--- config.mk ---
export PLATFORM = sky130hd
export DESIGN_NAME = z80_idx_bitop_seq
export DESIGN_NICKNAME = d
export VERILOG_FILES = /design/src/rtl/z80_idx_bitop_seq.sv
export SDC_FILE = /design/constraint.sdc
export NUM_CORES = 1
export LEC_CHECK = 0
export BUFFER_PORTS_ARGS = -buffer_cell sky130_fd_sc_hd__buf_2
export CAP_MARGIN = 0
export CORE_AREA = 2 2 135 137
export CTS_BUF_LIST = sky130_fd_sc_hd__clkbuf_8
export DETAILED_ROUTE_END_ITERATION = 6
export DIE_AREA = 0 0 137 139
export HOLD_SLACK_MARGIN = 0.1
export PLACE_DENSITY_LB_ADDON = 0.2
export SYNTH_ARGS = -nofsm -noshare
export SYNTH_HDL_FRONTEND = slang
export SYNTH_SLANG_ARGS = --single-unit
--- constraint.sdc ---
create_clock -name clk -period 4.3 [get_ports clk]
set_input_delay 0.645 -clock clk [delete_from_list [all_inputs] [get_ports clk]]
set_output_delay 0.645 -clock clk [all_outputs]
set_load 0.05 [all_outputs]
--- src/rtl/z80_idx_bitop_seq.sv ---
`default_nettype none
// ============================================================================
// Module  : z80_idx_bitop_seq
// Brief   : Sequencer for SET/RES b,(IX+d)/(IY+d): four-byte fetch plus the
//           read-modify-write of the target byte, with M/T-cycle accounting.
// Revision: 1.0 - initial release
// ============================================================================
module z80_idx_bitop_seq (
    input  logic        clk,
    input  logic        reset_n,
    input  logic        start,
    input  logic [15:0] ip_in,
    input  logic [15:0] ix_in,
    input  logic [15:0] iy_in,
    output logic        busy,
    output logic        done,
    output logic        err,
    output logic [15:0] ip_out,
    output logic        cyc_req,
    output logic [1:0]  cyc_type,
    output logic [1:0]  cyc_extra_t,
    output logic [15:0] cyc_addr,
    output logic [7:0]  cyc_wdata,
    input  logic        cyc_ack,
    input  logic [7:0]  cyc_rdata,
    output logic [2:0]  mcycles,
    output logic [4:0]  tcycles
);

    localparam logic [2:0] S_IDLE = 3'd0;
    localparam logic [2:0] S_PFX  = 3'd1;
    localparam logic [2:0] S_CB   = 3'd2;
    localparam logic [2:0] S_DISP = 3'd3;
    localparam logic [2:0] S_OP   = 3'd4;
    localparam logic [2:0] S_RD   = 3'd5;
    localparam logic [2:0] S_WR   = 3'd6;
    localparam logic [2:0] S_DONE = 3'd7;

    localparam logic [1:0] CYC_NONE = 2'd0;
    localparam logic [1:0] CYC_M1   = 2'd1;
    localparam logic [1:0] CYC_RD   = 2'd2;
    localparam logic [1:0] CYC_WR   = 2'd3;

    logic [2:0]  state;
    logic [2:0]  state_nxt;

    logic [15:0] ip;
    logic [15:0] ix;
    logic [15:0] iy;
    logic [15:0] ea;
    logic        use_iy;
    logic        is_set;
    logic [2:0]  bit_sel;

    logic [15:0] ip_nxt;
    logic [15:0] ix_nxt;
    logic [15:0] iy_nxt;
    logic [15:0] ea_nxt;
    logic        use_iy_nxt;
    logic        is_set_nxt;
    logic [2:0]  bit_sel_nxt;

    logic        busy_nxt;
    logic        done_nxt;
    logic        err_nxt;
    logic [15:0] ip_out_nxt;
    logic        cyc_req_nxt;
    logic [1:0]  cyc_type_nxt;
    logic [1:0]  cyc_extra_t_nxt;
    logic [15:0] cyc_addr_nxt;
    logic [7:0]  cyc_wdata_nxt;
    logic [2:0]  mcycles_nxt;
    logic [4:0]  tcycles_nxt;

    logic        fire;
    logic        pfx_ok;
    logic        cb_ok;
    logic        op_ok;
    logic [15:0] base;
    logic [7:0]  bit_mask;
    logic [7:0]  modified;
    logic [4:0]  t_inc;

    always_comb begin
        fire     = cyc_req & cyc_ack;
        pfx_ok   = (cyc_rdata == 8'hDD) || (cyc_rdata == 8'hFD);
        cb_ok    = (cyc_rdata == 8'hCB);
        op_ok    = cyc_rdata[7] && (cyc_rdata[2:0] == 3'b110);
        base     = use_iy ? iy : ix;
        bit_mask = 8'b0000_0001 << bit_sel;
        modified = is_set ? (cyc_rdata | bit_mask) : (cyc_rdata & ~bit_mask);
        // M1 cycles carry one more T-state than plain memory cycles
        t_inc    = 5'd3 + {3'b000, cyc_extra_t} + {4'b0000, (cyc_type == CYC_M1)};
    end

    always_ff @(posedge clk or negedge reset_n) begin
        if (!reset_n) begin
            state <= S_IDLE;
        end else begin
            state <= state_nxt;
        end
    end

    always_comb begin
        state_nxt = state;
        case (state)
            S_IDLE: if (start) state_nxt = S_PFX;
            S_PFX:  if (fire)  state_nxt = pfx_ok ? S_CB : S_DONE;
            S_CB:   if (fire)  state_nxt = cb_ok ? S_DISP : S_DONE;
            S_DISP: if (fire)  state_nxt = S_OP;
            S_OP:   if (fire)  state_nxt = op_ok ? S_RD : S_DONE;
            S_RD:   if (fire)  state_nxt = S_WR;
            S_WR:   if (fire)  state_nxt = S_DONE;
            S_DONE:            state_nxt = S_IDLE;
            default:           state_nxt = S_IDLE;
        endcase
    end

    always_comb begin
        ip_nxt          = ip;
        ix_nxt          = ix;
        iy_nxt          = iy;
        ea_nxt          = ea;
        use_iy_nxt      = use_iy;
        is_set_nxt      = is_set;
        bit_sel_nxt     = bit_sel;
        busy_nxt        = busy;
        done_nxt        = 1'b0;
        err_nxt         = err;
        ip_out_nxt      = ip_out;
        cyc_req_nxt     = cyc_req;
        cyc_type_nxt    = cyc_type;
        cyc_extra_t_nxt = cyc_extra_t;
        cyc_addr_nxt    = cyc_addr;
        cyc_wdata_nxt   = cyc_wdata;
        mcycles_nxt     = mcycles;
        tcycles_nxt     = tcycles;

        if ((state == S_IDLE) && start) begin
            ip_nxt        = ip_in;
            ix_nxt        = ix_in;
            iy_nxt        = iy_in;
            err_nxt       = 1'b0;
            cyc_wdata_nxt = 8'h00;
            mcycles_nxt   = 3'd0;
            tcycles_nxt   = 5'd0;
        end

        if (fire) begin
            mcycles_nxt = mcycles + 3'd1;
            tcycles_nxt = tcycles + t_inc;
            case (state)
                S_PFX:  use_iy_nxt    = cyc_rdata[5];
                S_DISP: ea_nxt        = base + {{8{cyc_rdata[7]}}, cyc_rdata};
                S_OP: begin
                    is_set_nxt  = cyc_rdata[6];
                    bit_sel_nxt = cyc_rdata[5:3];
                end
                S_RD:   cyc_wdata_nxt = modified;
                default: ;
            endcase
        end

        // Bus fields are loaded only on a state change, so they stay put while a request waits
        if (state_nxt != state) begin
            case (state_nxt)
                S_PFX: begin
                    busy_nxt        = 1'b1;
                    cyc_req_nxt     = 1'b1;
                    cyc_type_nxt    = CYC_M1;
                    cyc_extra_t_nxt = 2'd0;
                    cyc_addr_nxt    = ip_in;
                end
                S_CB: begin
                    cyc_type_nxt    = CYC_M1;
                    cyc_extra_t_nxt = 2'd0;
                    cyc_addr_nxt    = ip + 16'd1;
                end
                S_DISP: begin
                    cyc_type_nxt    = CYC_RD;
                    cyc_extra_t_nxt = 2'd0;
                    cyc_addr_nxt    = ip + 16'd2;
                end
                S_OP: begin
                    cyc_type_nxt    = CYC_RD;
                    cyc_extra_t_nxt = 2'd2;
                    cyc_addr_nxt    = ip + 16'd3;
                end
                S_RD: begin
                    cyc_type_nxt    = CYC_RD;
                    cyc_extra_t_nxt = 2'd1;
                    cyc_addr_nxt    = ea;
                end
                S_WR: begin
                    cyc_type_nxt    = CYC_WR;
                    cyc_extra_t_nxt = 2'd0;
                    cyc_addr_nxt    = ea;
                end
                S_DONE: begin
                    busy_nxt        = 1'b0;
                    done_nxt        = 1'b1;
                    cyc_req_nxt     = 1'b0;
                    cyc_type_nxt    = CYC_NONE;
                    cyc_extra_t_nxt = 2'd0;
                    err_nxt         = (state != S_WR);
                    ip_out_nxt      = (state != S_WR) ? ip : (ip + 16'd4);
                end
                default: ;
            endcase
        end
    end

    always_ff @(posedge clk or negedge reset_n) begin
        if (!reset_n) begin
            ip          <= 16'h0000;
            ix          <= 16'h0000;
            iy          <= 16'h0000;
            ea          <= 16'h0000;
            use_iy      <= 1'b0;
            is_set      <= 1'b0;
            bit_sel     <= 3'd0;
            busy        <= 1'b0;
            done        <= 1'b0;
            err         <= 1'b0;
            ip_out      <= 16'h0000;
            cyc_req     <= 1'b0;
            cyc_type    <= CYC_NONE;
            cyc_extra_t <= 2'd0;
            cyc_addr    <= 16'h0000;
            cyc_wdata   <= 8'h00;
            mcycles     <= 3'd0;
            tcycles     <= 5'd0;
        end else begin
            ip          <= ip_nxt;
            ix          <= ix_nxt;
            iy          <= iy_nxt;
            ea          <= ea_nxt;
            use_iy      <= use_iy_nxt;
            is_set      <= is_set_nxt;
            bit_sel     <= bit_sel_nxt;
            busy        <= busy_nxt;
            done        <= done_nxt;
            err         <= err_nxt;
            ip_out      <= ip_out_nxt;
            cyc_req     <= cyc_req_nxt;
            cyc_type    <= cyc_type_nxt;
            cyc_extra_t <= cyc_extra_t_nxt;
            cyc_addr    <= cyc_addr_nxt;
            cyc_wdata   <= cyc_wdata_nxt;
            mcycles     <= mcycles_nxt;
            tcycles     <= tcycles_nxt;
        end
    end

endmodule
`default_nettype wire
== Word-level counts from Yosys, hierarchy flattened ==
Cells that the tools add are included.

* Register bits: 127
* Bits in latches: 0
* Memory bits (writable): 0
* Bits in read-only memories: 0
* Input port bits: 60
* Output and inout bits: 56
* Word-level logic and storage cells: 104
* Memories: 0

* Add/subtract/negate cells: 9
* Multiply operators: 0
* Div/mod/pow operators: 0
* Magnitude comparators: 0
* Equal/unequal tests: 21
* Shift operators: 1
* Multiplexer cells: 30
* Bitwise logic cells: 4
* Reductions and logical operators: 21

{| class="wikitable"
|+ Operators by type and width
! kind !! number
|-
| $pmux 16 s5 || 1
|-
| $mux 3 || 11
|-
| $add 16x2->16 const B || 2
|-
| $mux 16 || 2
|-
| $mux 8 || 4
|-
| $eq 3x3->1 const B || 9
|-
| $eq 8x8->1 const B || 3
|-
| $pmux 3 s8 || 1
|-
| $add 16x1->16 const B || 1
|-
| $add 16x16->16 || 1
|-
| $add 16x3->16 const B || 1
|-
| $reduce_and 2->1 || 8
|-
| $eq 3x2->1 const B || 4
|-
| $mux 5 || 2
|-
| $and 8x8->8 || 1
|-
| $not 8->8 || 1
|-
| $or 8x8->8 || 1
|-
| $pmux 2 s4 || 1
|-
| $shl 1x3->8 const A || 1
|-
| $eq 3x1->1 const B || 2
|-
| $pmux 2 s3 || 1
|-
| $add 5x4->5 || 1
|-
| $mux 1 || 5
|-
| $reduce_bool 5->1 || 1
|-
| 18 further kinds || 21
|}

== Logic depth before layout (Yosys ltp) ==
* Word-level depth: 9
* Depth in mapped cells: 16

== Least setup slack after synthesis ==
Ideal clock, no wire load.

* Kind: register -> register
* Start: register cyc_req
* End: register cyc_addr[2]
* Setup time: 0.122 ns
* Data arrival time: 3.205 ns
* Data required time: 4.178 ns
* Path slack: 0.973 ns
* Cell stages (with the launch flop): 13
* Clock period less this slack: 3.327 ns
* Path through: dfrtp_1 nand3_1 a2111oi_4 a21oi_4 inv_2 buf_1 nor2_1 xnor2_1 ha_1 or4_1 mux2i_1 o21ai_1 a32o_1

* Longest elaborated chain between the ends: 7
* Elaborated cells on any way between the ends: 19
* Classes of those cells: 7 x eq/ne; 8 x mux; 1 x bitwise; 3 x reduce/logical

{| class="wikitable"
|+ RTL lines
! what !! RTL line !! text
|-
| from (decl) || 19 || <nowiki>output logic cyc_req,</nowiki>
|-
| from (signal assigned) || 245 || <nowiki>cyc_req <= cyc_req_nxt;</nowiki>
|-
| $and 1x1->1 (*) || 85 || <nowiki>fire = cyc_req & cyc_ack;</nowiki>
|-
| $mux 3 (tied with other cells) || 113 || <nowiki>S_WR: if (fire) state_nxt = S_DONE;</nowiki>
|-
| $pmux 3 s8 (*) || 106 || <nowiki>case (state)</nowiki>
|-
| net state_nxt[0] || 45 || <nowiki>logic [2:0] state_nxt;</nowiki>
|-
| $eq 3x3->1 || 166 || <nowiki>case (state_nxt)</nowiki>
|-
| $reduce_or 2->1 (no line) || - ||
|-
| $reduce_bool 5->1 (no line) || - ||
|-
| $reduce_and 2->1 (no line) || - ||
|-
| to (signal assigned) || 248 || <nowiki>cyc_addr <= cyc_addr_nxt;</nowiki>
|-
| to (decl) || 22 || <nowiki>output logic [15:0] cyc_addr,</nowiki>
|}

Mark *: on every way through the listed nets, which the timed path passes. The rest lies on a longest branch.
A chain may end at the register's enable or synchronous reset.

== Final worst setup path ==
* Start: register use_iy
* End: register ea[13]

* Longest elaborated chain between the ends: 2

{| class="wikitable"
|+ RTL lines
! what !! RTL line !! text
|-
| from (decl) || 51 || <nowiki>logic use_iy;</nowiki>
|-
| from (signal assigned) || 238 || <nowiki>use_iy <= use_iy_nxt;</nowiki>
|-
| $mux 16 || 89 || <nowiki>base = use_iy ? iy : ix;</nowiki>
|-
| $add 16x16->16 || 154 || <nowiki>S_DISP: ea_nxt = base + {{8{cyc_rdata[7]}}, cyc_rdata};</nowiki>
|-
| to (signal assigned) || 237 || <nowiki>ea <= ea_nxt;</nowiki>
|-
| to (decl) || 50 || <nowiki>logic [15:0] ea;</nowiki>
|}

No other way between the ends.

==> summary.txt <==
Crit path time final = 3.42 ns
Share of cells above drive strength 1 = 20.5%
Dpl cells = 1,193
GRT Max-Usage Layer = met2
Worst clock skew = 0.0162 ns
Synth unique cells = 83
Setup CP Type = register to register
Global routing met2 resource utilization = 33.7%
Largest net degree at the start of global routing = 83
Status = completed
Clock latency on the worst-skew pair = 0.45 ns
Cell count after synthesis = 899
Ys Warns = 0
RSZ-0062 raised after global routing = no
Maxcap violations = 0
First-pass GRT wire length = 32,700 um
Final Hold Viols = 0
Gr usage total = 21.6%
Routability cong. = 0.840
Synthesized area = 7740 um^2
Yosys reg bits = 127
Routed wire per std cell = 16.4 um
CTS Buf Count = 17
P_leak = 4.36 nW
CP cell instances = mux2i_1 -> inv_1 -> ha_1 -> a21o_1 -> a211oi_1 -> o21ai_0 -> a211o_1 -> a2111oi_0 -> or4_1 -> nand3_1
Post-synth ARST share = 100%
PwrDens = 267 nW/um^2
Starting Density = 43.8%
Critical Path Start Type = register
Site row count = 49
Highest clock rate = 292 MHz
H-Tree Depth = 4
GR Util met3 = 4.35%
Sequential-to-total area share from yosys stat = 41.1%
Die X = 137 um
I/O pin cnt = 116
Period utilization = 79.6%
Vias/cell = 5.38
Reg clk slew, reported paths = 0.07 ns
Gates resized, CTS repair = 0
Largest stage delay, worst path = 0.80 ns
Syn avg cell area = 8.61 um^2
Slowest cell on crit path = dfrtp_1
Main synth FF type = dfrtp_1
Final setup violation count = 0
R2r setup slk = 0.88 ns
1st-iter DRT viols = 521
Met1 Track Usage GR = 29.9%
DP Worst Slack = 0.830 ns
TritonCTS clock tree = built
Peak VDD IR = 181 uV
Post-detail-place hpwl = 14,100 um
IO buf count = 115
Total grt overflow = 0
Number of synthesized flops with an enable pin = 0
Slew Limit Fails = 0
Post-Syn Nets = 985
Clock tree buffer depth = 2
Post-Route WL = 20,100 um
Top delay family on crit path = compound AO/OA/AOI/OAI gates
Setup TNS = 0 ns
DRT Pass-1 Iters = 7
Crit-path max FO = 17
Worst path required time = 4.63 ns
CP endpoint kind = register
Fin nets = 1,069
Buf+Inv Stages, Crit Path = 1
Worst-margin pin slew = 1.07 ns
Final WS setup = 0.876 ns
Die area = 19,000 um^2
DR vias = 6,580
Worst EP arrival = 3.75 ns
Die Y-Extent = 139 um
Core area = 17,700 um^2
Post-CTS setup buffers = 0
ANT cells = 0
Max-slew headroom = 28.5%
Layout area overhead = 14.2%
Initial antenna violation count = 1
Remaining DRCs = 0
Finished Layout Cells = 1,224
Quantity of hold-fixing buffers added after cts = 0
CTS sink count = 127
Vias in the first global route = 6,257
Worst min-delay path category = input port to asynchronous set/reset pin
Root buffer cell = clkbuf_8
Antenna-violating nets left = 0
-- placed cells by master, fill, tap and decap left out, types with 24 or more instances in the layout --
| cell | n |
|---|---|
| o21ai_0 | 77 |
| xnor2_1 | 32 |
| ha_1 | 24 |
| nor2_1 | 44 |
| nand3_1 | 31 |
| inv_1 | 25 |
| nand2_1 | 213 |
| dfrtp_1 | 127 |
| buf_2 | 114 |
| a21oi_1 | 27 |
-- worst paths after layout --
kind | startpoint | cells after the start | end
min reg2reg | ea[3]$_DFFE_PN0P_ | 2 | ea[3]$_DFFE_PN0P_
max reg2reg | use_iy$_DFFE_PN0P_ | 10 | ea[13]$_DFFE_PN0P_
max in group asynchronous | reset_n | 2 | ix[8]$_DFFE_PN0P_
min in group clk | ix_in[3] | 3 | ix[3]$_DFFE_PN0P_
min | reset_n | 1 | done$_DFF_PN0_
max | use_iy$_DFFE_PN0P_ | 10 | ea[13]$_DFFE_PN0P_
-- synthesized netlist by cell type (3+ instances only) --
master | number | area share, %
o21a_1 | 4 | 0.39
nand2b_1 | 5 | 0.40
buf_4 | 6 | 0.58
inv_1 | 24 | 1.2
nor4_1 | 4 | 0.32
or3_1 | 7 | 0.57
nand4_1 | 9 | 0.73
o211ai_1 | 6 | 0.58
mux2i_1 | 17 | 2.2
buf_2 | 13 | 0.84
or4_1 | 4 | 0.39
a21o_1 | 7 | 0.68
o31ai_1 | 7 | 0.68
a31oi_1 | 10 | 0.81
a21oi_1 | 27 | 1.7
buf_1 | 3 | 0.15
mux2_2 | 19 | 2.8
a221o_1 | 16 | 2.1
a211o_1 | 4 | 0.45
and2_1 | 3 | 0.24
nand3_1 | 32 | 2.1
a21boi_0 | 3 | 0.29
nor3b_1 | 3 | 0.29
nor3_1 | 20 | 1.3
nor2_1 | 44 | 2.1
clkbuf_1 | 41 | 2.0
o22a_1 | 3 | 0.34
nand2_1 | 213 | 10
a221oi_1 | 3 | 0.34
or2_2 | 3 | 0.24
xor2_1 | 7 | 0.79
o21ai_0 | 77 | 5.0
dfrtp_1 | 127 | 41
o21ai_1 | 4 | 0.26
o22ai_1 | 3 | 0.24
and3_1 | 9 | 0.73
ha_1 | 24 | 3.9
xnor2_1 | 32 | 3.6
-- power by group --
group | internal [mW] | leakage [nW] | switching [mW]
Combinational | 0.0443 | 2.45 | 0.0774
Clock | 0.552 | 0.190 | 0.491
Sequential | 1.19 | 1.72 | 0.00156
Total | 1.79 | 4.36 | 0.570
-- final cells by class --
| type | count | area [um^2] |
|---|---|---|
| fill | 1706 | 8820 |
| multi-input combinational | 681 | 4180 |
| sequential | 127 | 3180 |
| timing repair buffer | 128 | 688 |
| tap | 229 | 287 |
| clock buffer | 20 | 275 |
| clock inverter | 11 | 116 |
| inverter | 28 | 109 |
-- sequential cells by signal, summed over array words and instances, names as in the netlist --
name and flops:
is_set 1, ip_out 16, use_iy 1, cyc_req 1, ea 16, ix 16, cyc_addr 16, cyc_extra_t 2
ip 16, bit_sel 3, state 3, done 1, iy 16, cyc_type 2, tcycles 5, mcycles 3
err 1, cyc_wdata 8
-- metal layers --
| layer | vias up | part of all wire [%] |
|---|---|---|
| li1 | 3312 | - |
| met1 | 3030 | 47 |
| met3 | 34 | 5.3 |
| met2 | 202 | 46 |
| met5 | - | 0.055 |
| met4 | 2 | 2.1 |
-- per-stage QoR --
stage | hold slack [ns] | power (mW) | instance area (um^2) | util [%]
floorplan | 0.349 | 1.27 | 7740 | -
global placement | 0.453 | 1.34 | 8450 | 47.8
detailed placement | 0.457 | 1.34 | 8450 | 47.8
CTS | 0.359 | 2.38 | 8840 | 50.0
global route | 0.366 | 2.46 | 8840 | 50.0
finish | 0.380 | 2.36 | 8840 | 50.0
-- cell families after synthesis --
family	count (synthesis)	share of synthesized area, %
AOI/OAI and AO/OA	207	18.5
DFF	127	41.1
muxes	36	4.96
xor gates and xnor gates	40	4.62
and+or+nand+nor	372	21.5
adders and majority gates	26	4.40
buffers and inverters	91	4.96
(Power assumes the default switching activity.)
